==> config.mk <==
export PLATFORM = sky130hd
export DESIGN_NAME = solver_start_ctrl_flat
export DESIGN_NICKNAME = d
export VERILOG_FILES = /design/src/rtl/solver_start_pkg.sv /design/src/rtl/solver_start_if.sv /design/src/rtl/solver_start_ch_fsm.sv /design/src/rtl/solver_start_ctrl.sv /design/src/flat_wrapper.sv
export SDC_FILE = /design/constraint.sdc
export NUM_CORES = 1
export LEC_CHECK = 0
export CORE_MARGIN = 1
export CORE_UTILIZATION = 45
export DETAILED_ROUTE_END_ITERATION = 10
export DONT_BUFFER_PORTS = 1
export SYNTH_ARGS = -nofsm -noshare
export SYNTH_HDL_FRONTEND = slang
export SYNTH_HIERARCHICAL = 1
export SYNTH_SLANG_ARGS = --single-unit
==> constraint.sdc <==
create_clock -name clk -period 5.15 [get_ports clk]
set_input_delay 1.03 -clock clk [delete_from_list [all_inputs] [get_ports clk]]
set_output_delay 1.03 -clock clk [all_outputs]
set_load 0.05 [all_outputs]
==> src/rtl/solver_start_pkg.sv <==
// Shared definitions for the multi-channel solver start sequencer:
// channel state encoding, default widths and a constant clog2 helper.
package solver_start_pkg;

   localparam logic [1:0] IDLE  = 2'd0;
   localparam logic [1:0] PULSE = 2'd1;
   localparam logic [1:0] WAIT  = 2'd2;

   // 2'd3 is unreachable; the channel FSM treats it as a request to return to IDLE
   typedef enum logic [1:0] {
      ST_IDLE  = IDLE,
      ST_PULSE = PULSE,
      ST_WAIT  = WAIT,
      ST_RSVD  = 2'd3
   } ch_state_e;

   localparam int DEF_PULSE_W = 1;
   localparam int DEF_TO_W    = 16;

   function automatic int clog2(input int value);
      int result;
      result = 0;
      for (int i = 0; i < 31; i++) begin
         if ((1 << i) < value) result = i + 1;
      end
      return result;
   endfunction

endpackage

==> src/rtl/solver_start_if.sv <==
// Handshake bundle between the host-side controller and the start sequencer;
// the sequencer takes the slave view, the host/bench the master view.
interface solver_start_if #(
   parameter int NUM_CH = 1,
   parameter int TO_W   = 16
);
   logic [NUM_CH-1:0] start_req;
   logic [NUM_CH-1:0] final_done;
   logic [TO_W-1:0]   timeout_cycles;
   logic [NUM_CH-1:0] start_pulse;
   logic [NUM_CH-1:0] busy;
   logic [NUM_CH-1:0] done_pulse;
   logic [NUM_CH-1:0] timeout_err;

   modport master (
      output start_req, final_done, timeout_cycles,
      input  start_pulse, busy, done_pulse, timeout_err
   );

   modport slave (
      input  start_req, final_done, timeout_cycles,
      output start_pulse, busy, done_pulse, timeout_err
   );
endinterface

==> src/rtl/solver_start_ch_fsm.sv <==
// One start channel: request -> PULSE_W-cycle start pulse -> wait for the
// core's final_done, with an optional watchdog and sticky timeout flag.
module start_ch_fsm
   import solver_start_pkg::*;
#(
   parameter int PULSE_W   = DEF_PULSE_W,
   parameter int TO_W      = DEF_TO_W,
   parameter int EDGE_MODE = 0
) (
   input  logic            clk,
   input  logic            rst_async,
   input  logic            rst_sync,
   input  logic            start_req,
   input  logic            final_done,
   input  logic [TO_W-1:0] timeout_cycles,
   output logic            start_pulse,
   output logic            busy,
   output logic            done_pulse,
   output logic            timeout_err
);
   localparam int                PCNT_W    = clog2(PULSE_W + 1);
   localparam logic [PCNT_W-1:0] PCNT_LAST = PCNT_W'(PULSE_W - 1);
   localparam logic [TO_W-1:0]   TO_ONE    = TO_W'(1);

   ch_state_e         state_reg;
   logic [PCNT_W-1:0] pcnt_reg;
   logic [TO_W-1:0]   wd_cnt_reg;
   logic [TO_W-1:0]   limit_reg;
   logic              done_pending_reg;
   logic              start_req_q_reg;
   logic              start_pulse_reg;
   logic              busy_reg;
   logic              done_pulse_reg;
   logic              timeout_err_reg;
   logic              trigger;

   assign trigger = (EDGE_MODE != 0) ? (start_req & ~start_req_q_reg) : start_req;

   always_ff @(posedge clk or posedge rst_async) begin
      if (rst_async) begin
         state_reg        <= ST_IDLE;
         pcnt_reg         <= '0;
         wd_cnt_reg       <= '0;
         limit_reg        <= '0;
         done_pending_reg <= 1'b0;
         start_req_q_reg  <= 1'b0;
         start_pulse_reg  <= 1'b0;
         busy_reg         <= 1'b0;
         done_pulse_reg   <= 1'b0;
         timeout_err_reg  <= 1'b0;
      end else if (rst_sync) begin
         state_reg        <= ST_IDLE;
         pcnt_reg         <= '0;
         wd_cnt_reg       <= '0;
         limit_reg        <= '0;
         done_pending_reg <= 1'b0;
         start_req_q_reg  <= 1'b0;
         start_pulse_reg  <= 1'b0;
         busy_reg         <= 1'b0;
         done_pulse_reg   <= 1'b0;
         timeout_err_reg  <= 1'b0;
      end else begin
         start_req_q_reg <= start_req;
         done_pulse_reg  <= 1'b0;
         case (state_reg)
            ST_IDLE: begin
               if (trigger) begin
                  state_reg        <= ST_PULSE;
                  limit_reg        <= timeout_cycles;
                  timeout_err_reg  <= 1'b0;
                  pcnt_reg         <= '0;
                  done_pending_reg <= 1'b0;
                  start_pulse_reg  <= 1'b1;
                  busy_reg         <= 1'b1;
               end
            end
            ST_PULSE: begin
               // an early done is remembered so the pulse always runs full width
               if (final_done) done_pending_reg <= 1'b1;
               if (pcnt_reg == PCNT_LAST) begin
                  state_reg       <= ST_WAIT;
                  start_pulse_reg <= 1'b0;
                  wd_cnt_reg      <= '0;
               end else begin
                  pcnt_reg <= pcnt_reg + PCNT_W'(1);
               end
            end
            ST_WAIT: begin
               if (final_done || done_pending_reg) begin
                  state_reg        <= ST_IDLE;
                  done_pending_reg <= 1'b0;
                  done_pulse_reg   <= 1'b1;
                  busy_reg         <= 1'b0;
               end else if ((limit_reg != '0) && (wd_cnt_reg == limit_reg - TO_ONE)) begin
                  state_reg       <= ST_IDLE;
                  timeout_err_reg <= 1'b1;
                  busy_reg        <= 1'b0;
               end else begin
                  wd_cnt_reg <= wd_cnt_reg + TO_ONE;
               end
            end
            default: begin
               state_reg       <= ST_IDLE;
               start_pulse_reg <= 1'b0;
               busy_reg        <= 1'b0;
            end
         endcase
      end
   end

   assign start_pulse = start_pulse_reg;
   assign busy        = busy_reg;
   assign done_pulse  = done_pulse_reg;
   assign timeout_err = timeout_err_reg;

endmodule

==> src/rtl/solver_start_ctrl.sv <==
// Multi-channel start sequencer: NUM_CH independent start channels sharing
// clock, resets and the watchdog limit input.
module solver_start_ctrl
   import solver_start_pkg::*;
#(
   parameter int NUM_CH    = 1,
   parameter int PULSE_W   = DEF_PULSE_W,
   parameter int TO_W      = DEF_TO_W,
   parameter int EDGE_MODE = 0
) (
   input logic           clk,
   input logic           rst_async,
   input logic           rst_sync,
   solver_start_if.slave bus
);
   logic [NUM_CH-1:0] start_pulse_vec;
   logic [NUM_CH-1:0] busy_vec;
   logic [NUM_CH-1:0] done_pulse_vec;
   logic [NUM_CH-1:0] timeout_err_vec;

   generate
      for (genvar gi = 0; gi < NUM_CH; gi++) begin : g_ch
         start_ch_fsm #(
            .PULSE_W   (PULSE_W),
            .TO_W      (TO_W),
            .EDGE_MODE (EDGE_MODE)
         ) u_ch (
            .clk            (clk),
            .rst_async      (rst_async),
            .rst_sync       (rst_sync),
            .start_req      (bus.start_req[gi]),
            .final_done     (bus.final_done[gi]),
            .timeout_cycles (bus.timeout_cycles),
            .start_pulse    (start_pulse_vec[gi]),
            .busy           (busy_vec[gi]),
            .done_pulse     (done_pulse_vec[gi]),
            .timeout_err    (timeout_err_vec[gi])
         );
      end
   endgenerate

   assign bus.start_pulse = start_pulse_vec;
   assign bus.busy        = busy_vec;
   assign bus.done_pulse  = done_pulse_vec;
   assign bus.timeout_err = timeout_err_vec;

endmodule

==> src/flat_wrapper.sv <==
// flat-port wrapper written by rule: the top's interface ports become plain ports
module solver_start_ctrl_flat import solver_start_pkg::*;
#(
   parameter int NUM_CH    = 1,
   parameter int PULSE_W   = DEF_PULSE_W,
   parameter int TO_W      = DEF_TO_W,
   parameter int EDGE_MODE = 0
)
  (clk, rst_async, rst_sync, bus_start_req, bus_final_done, bus_timeout_cycles, bus_start_pulse, bus_busy, bus_done_pulse, bus_timeout_err);
  solver_start_if #(.NUM_CH(NUM_CH), .TO_W(TO_W)) bus_i ();
  input logic clk;
  input logic rst_async;
  input logic rst_sync;
  input wire logic [$bits(bus_i.start_req)-1:0] bus_start_req;
  input wire logic [$bits(bus_i.final_done)-1:0] bus_final_done;
  input wire logic [$bits(bus_i.timeout_cycles)-1:0] bus_timeout_cycles;
  output wire logic [$bits(bus_i.start_pulse)-1:0] bus_start_pulse;
  output wire logic [$bits(bus_i.busy)-1:0] bus_busy;
  output wire logic [$bits(bus_i.done_pulse)-1:0] bus_done_pulse;
  output wire logic [$bits(bus_i.timeout_err)-1:0] bus_timeout_err;
  assign bus_i.start_req = bus_start_req;
  assign bus_i.final_done = bus_final_done;
  assign bus_i.timeout_cycles = bus_timeout_cycles;
  assign bus_start_pulse = bus_i.start_pulse;
  assign bus_busy = bus_i.busy;
  assign bus_done_pulse = bus_i.done_pulse;
  assign bus_timeout_err = bus_i.timeout_err;
  solver_start_ctrl #(.NUM_CH(NUM_CH), .PULSE_W(PULSE_W), .TO_W(TO_W), .EDGE_MODE(EDGE_MODE)) u_core (.clk(clk), .rst_async(rst_async), .rst_sync(rst_sync), .bus(bus_i));
endmodule
== Yosys cells after proc, flatten, opt, wreduce, memory -nomap -nowiden ==
Cells that the tools add are included.

* $add $sub $neg: 3
* Multipliers: 0
* Div/mod/pow operators: 0
* Magnitude comparators: 0
* Equality and inequality tests: 13
* Shift operators: 0
* Muxes and demuxes: 37
* Bitwise operators: 0
* Reductions and logical operators: 18

{| class="wikitable"
|+ Operator list
! operator !! count
|-
| two-way mux 16 bit || 7
|-
| one-hot mux 16 bit (2 select lines) || 1
|-
| != test 3 bit (second input constant) || 7
|-
| two-way mux 1 bit || 18
|-
| adder 16 x 1 -> 16 bit (second input constant) || 1
|-
| == test 16 bit || 1
|-
| nonzero test 16 bit || 1
|-
| subtractor 16 x 1 -> 16 bit (second input constant) || 1
|-
| AND reduction 4 bit || 3
|-
| two-way mux 2 bit || 5
|-
| one-hot mux 1 bit (3 select lines) || 3
|-
| AND reduction 3 bit || 3
|-
| nonzero test 3 bit || 3
|-
| one-hot mux 2 bit (3 select lines) || 1
|-
| != test 2 bit (second input constant) || 2
|-
| != test 4 bit (second input constant) || 1
|-
| one-hot mux 1 bit (2 select lines) || 2
|-
| AND reduction 2 bit || 2
|-
| nonzero test 2 bit || 2
|-
| nonzero test 4 bit || 1
|-
| == test 2 x 1 -> 1 bit (second input constant) || 1
|-
| == test 2 bit (second input constant) || 1
|-
| logical NOT 2 bit || 1
|-
| adder 1 bit (second input constant) || 1
|-
| other kinds (2) || 2
|}

* Bits in registers: 40
* Latch bits: 0
* Memory bits (writable): 0
* Bits in read-only memories: 0
* Bits of input ports: 21
* Output and inout bits: 4
* Logic and storage cells: 80
* Memories: 0

== Logic depth before layout (Yosys ltp) ==
* Word-level depth: 7
* Depth in mapped cells: 12
* Gate-level depth less buffers: 10

== Least setup slack after synthesis ==
Ideal clock, no wire load.

* Path kind: register to register
* Start point: register u_core.g_ch[0].u_ch.limit_reg[0]
* End point: register u_core.g_ch[0].u_ch.wd_cnt_reg[9]
* Setup time: 78 ps
* Arrival: 2,775 ps
* Data required time: 5,072 ps
* Slack: 2,297 ps
* Cell stages (with the launch flop): 12
* Path buffers: 1
* Period minus slack after synthesis: 2,853 ps
* Cell sequence: dfrtp_1 inv_1 ha_1 nor3b_1 nand4_1 xor2_1 a221oi_1 and4b_1 buf_6 a21o_1 or4_1 a21oi_1

* Word-level cells in the longest chain between the ends: 5
* Elaborated cells on any way between the ends: 6
* Those cells by class: 1 x add/sub; 2 x eq/ne; 3 x reduce/logical

{| class="wikitable"
|+ Ends and longest elaborated chain
! what !! line !! source
|-
| start, declared || solver_start_ch_fsm.sv:28 || <nowiki>logic [TO_W-1:0] limit_reg;</nowiki>
|-
| start signal, assigned || solver_start_ch_fsm.sv:69 || <nowiki>limit_reg <= timeout_cycles;</nowiki>
|-
| subtractor 16 x 1 -> 16 bit || solver_start_ch_fsm.sv:94 || <nowiki>end else if ((limit_reg != '0) && (wd_cnt_reg == limit_reg - TO_ONE)) begin</nowiki>
|-
| == test 16 bit || solver_start_ch_fsm.sv:94 ||
|-
| logical AND 1 bit (*) || solver_start_ch_fsm.sv:94 ||
|-
| != test 3 bit (no source line) (*) || -- ||
|-
| AND reduction 4 bit (no source line) (*) || -- ||
|-
| end signal, assigned || solver_start_ch_fsm.sv:99 || <nowiki>wd_cnt_reg <= wd_cnt_reg + TO_ONE;</nowiki>
|-
| end, declared || solver_start_ch_fsm.sv:27 || <nowiki>logic [TO_W-1:0] wd_cnt_reg;</nowiki>
|}

Every way passes the cells marked *; elsewhere a longest branch is shown, timed or not.
A chain may end at the register's enable or synchronous reset.

== Worst setup path in the final report ==
Ends and elaborated chain as after synthesis.

==> flow_metrics.py <==
metrics = {
    "critical_path": {
        "worst_setup_path_end_kind": "flip-flop",
        "slowest_stage": "nor3b_1",
        "arrival_ns": 3.59,
        "required_ns": 5.37,
        "critical_path.max_fanout": 13,
        "critPathKind": "reg2reg",
        "crit_chain": "inv_1 > ha_1 > nor3b_1 > nand4_1 > xor2_1 > a221oi_1 > and4b_1 > a21o_1 > or4_1 > a21oi_1",
        "slowest_delay_ns": 0.64,
        "cp-start-kind": "flip-flop",
    },
    "clock_network": {
        "post_cts_resize_count": 0,
        "cts.path.max_buffers": 2,
        "clock_latency_ns": 0.30,
        "clockRootBuffer": "clkbuf_8",
        "ctsHoldBuffers": 0,
        "cts_num_sinks": 39,
        "tritoncts": "built",
        "tritoncts.num_buffers": 5,
        "htreeDepth": 2,
        "post_cts_buffers": 0,
        "clkTransAtPathRegs_ns": 0.08,
    },
    "sta": {
        "worst_slew_pin_slew_ns": 0.8317,
        "slew_violations": 0,
        "fin_hold_ws_ns": 0.5626,
        "fin_crit_ns": 3.370,
        "hold_violations": 0,
        "fin_crit_sh_pct": 65.43,
        "setup_viol": 0,
        "relSlewSlack_pct": 44.04,
        "setup_tns_ns": 0,
        "skew_ns": 0.005814,
        "rsz0062_at_grt": "no",
        "fmax_mhz": 296.8,
    },
    "logic_synthesis": {
        "yosysSeqAreaShare_pct": 39.22,
        "syn_nets": 302,
        "syn_inst": 275,
        "synth_flop_cell": "dfrtp_1",
        "ys_ff_latch": 39,
        "netlist_area_um2": 2489,
        "yosysUniqueCellTypes": 51,
        "synthArstFlopShare_pct": 100.0,
        "syn_avg_cell_area_um2": 9.050,
        "ys_warn_count": 6,
        "synth_edf_count": 0,
    },
    "die": {
        "die_w_um": 76.37,
        "die_y_um": 76.37,
        "initial_core_util_pct": 47.81,
        "design.die.area_um2": 5832,
        "coreArea_um2": 5205,
        "ioPinCount": 25,
        "rows": 26,
    },
    "cells_and_area": {
        "final_nets": 296,
        "drive_gt1_share_pct": 7.037,
        "seq_area_um2": 975.9,
        "final_util_pct": 50.55,
        "syn2layout_area_growth_pct": 5.731,
        "antenna_cells": 0,
        "multi_input_area_um2": 1364,
        "fillers": 520,
    },
    "drt": {
        "routed_via_density": 6.079,
        "wire_per_inst_um": 17.23,
        "wirelength_mm": 5.857,
        "route.detailed.drc": 0,
        "dr.pass1.iters": 6,
        "vias": 2067,
        "postRouteAntennaNets": 0,
        "drt_iter0_markers": 86,
    },
    "grt": {
        "first_global_vias": 2057,
        "antenna_found_initial": 1,
        "grt_usage_pct": 21.83,
        "grt_overflow": 0,
        "grt_max_degree": 40,
        "grt_first_pass_wirelength_mm": 10.12,
    },
    "placement": {
        "io_buffer_count": 0,
        "gp_congestion": 0.8130,
        "hpwl_mm": 4.275,
    },
    "flow_run": {
        "cap_violations": 0,
    },
    "outcome": {
        "run_status": "finished clean",
    },
    "pwr": {
        "irDropWorstVdd_mv": 0.1248,
        "power_density_nw_per_um2": 304.8,
        "power_leakage_nw": 1.146,
        "design_power_total_mw": 0.8021,
    },
    "worst_hold_path": {
        "hold_class": "reg2reg",
    },
}
==> final timing paths <==
check,to,startpoint,cells past startpoint,slack (ns)
min in group asynchronous,u_core/g_ch[0].u_ch/limit_reg[11],rst_async,2,0.74
max in group asynchronous,u_core/g_ch[0].u_ch/wd_cnt_reg[5],rst_async,2,4.06
worst min-delay path,u_core/g_ch[0].u_ch/state_reg[1],u_core/g_ch[0].u_ch/state_reg[1],2,0.56
worst max-delay path,u_core/g_ch[0].u_ch/wd_cnt_reg[9],u_core/g_ch[0].u_ch/limit_reg[0],10,1.78
worst max register to register,u_core/g_ch[0].u_ch/wd_cnt_reg[9],u_core/g_ch[0].u_ch/limit_reg[0],10,1.78
worst min register to register,u_core/g_ch[0].u_ch/state_reg[1],u_core/g_ch[0].u_ch/state_reg[1],2,0.56
==> routing by layer <==
layer  part of all wire (%)  global-route usage (%)  routed length (µm)
met5                   0.29                       0                  17
met2                     47                   34.59                2745
met4                    1.2                   6.346                  72
met1                     46                   29.18                2712
met3                    5.3                   5.868                 309
==> cells in the final DEF, fill, tap and decap left out, types with 4 or more instances in the layout <==
cell type  count
xnor2_1       10
a21oi_1       20
a31oi_1        7
nand3_1        7
nand4_1        6
nor4_1         7
nand2_1       20
a41o_1         4
nor2_1        16
a22o_1        17
o31ai_1        4
dfrtp_1       39
xor2_1        11
or3_1          7
inv_1         17
clkbuf_8       6
o21ai_0       12
ha_1           6
nor3_1         6
==> worst max-delay path, delay by kind of cell (launching register included) <==
| kind | cells | cell delay (ns) |
|---|---|---|
| simple gates | 4 | 1.72 |
| compound gates | 3 | 0.59 |
| flops | 1 | 0.45 |
| fa+ha+maj | 1 | 0.25 |
| xor+xnor | 1 | 0.19 |
| buf+inv | 1 | 0.08 |
==> cells by family after synthesis <==
family	after synthesis	share of synthesized area (%)
buf+inv	33	5.983
mux	2	0.9049
xor+xnor	21	7.390
compound gates	87	24.69
fa+ha+maj	6	3.017
simple gates	87	18.80
flops	39	39.22
==> Yosys cell counts, types with 2 or more instances <==
cell type	count	area, µm²
a31oi_1	7	43.79
clkbuf_1	11	41.29
nand2_1	20	75.07
and3_1	2	12.51
o41ai_1	2	17.52
or3_1	7	43.79
inv_1	17	63.81
a21oi_1	20	100.1
ha_1	6	75.07
o21ai_0	12	60.06
buf_6	3	33.78
xnor2_1	10	87.58
a41o_1	4	40.04
o31ai_1	4	30.03
o31a_1	2	17.52
a22o_1	17	148.9
xor2_1	11	96.34
nor4b_1	2	17.52
or4_1	3	22.52
nor2_1	16	60.06
nor4_1	7	43.79
nand3_1	7	35.03
dfrtp_1	39	975.9
and2_1	2	12.51
a211oi_1	3	22.52
nor3b_1	2	15.01
buf_2	2	10.01
nand4_1	6	37.54
a41oi_1	2	17.52
a221oi_1	3	26.28
nor3_1	6	30.03
==> final cells by class <==
| cell class | instances | area share (%) |
|---|---|---|
| Clock buffer | 6 | 3.138 |
| Tap cell | 70 | 3.329 |
| Clock inverter | 2 | 1.331 |
| Sequential cell | 39 | 37.09 |
| Multi-Input combinational cell | 203 | 51.83 |
| Timing Repair Buffer | 3 | 0.8559 |
| Inverter | 17 | 2.425 |
==> report_power, final <==
group          switching, mW  internal (mW)  leakage [nW]
registers             0.0361          0.323         0.532
clock network          0.113          0.157        0.0612
logic                  0.101         0.0713         0.553
==> stage by stage <==
step / std cells / setup WS (ns) / area, µm²
after floorplan: 275 / 2.297 / 2489
after global placement: 332 / 2.015 / 2514
after detailed placement: 332 / 1.845 / 2514
after CTS: 340 / 1.821 / 2631
after global routing: 340 / 1.536 / 2631
final: 340 / 1.780 / 2631
Power figures use the tool's default switching activity.
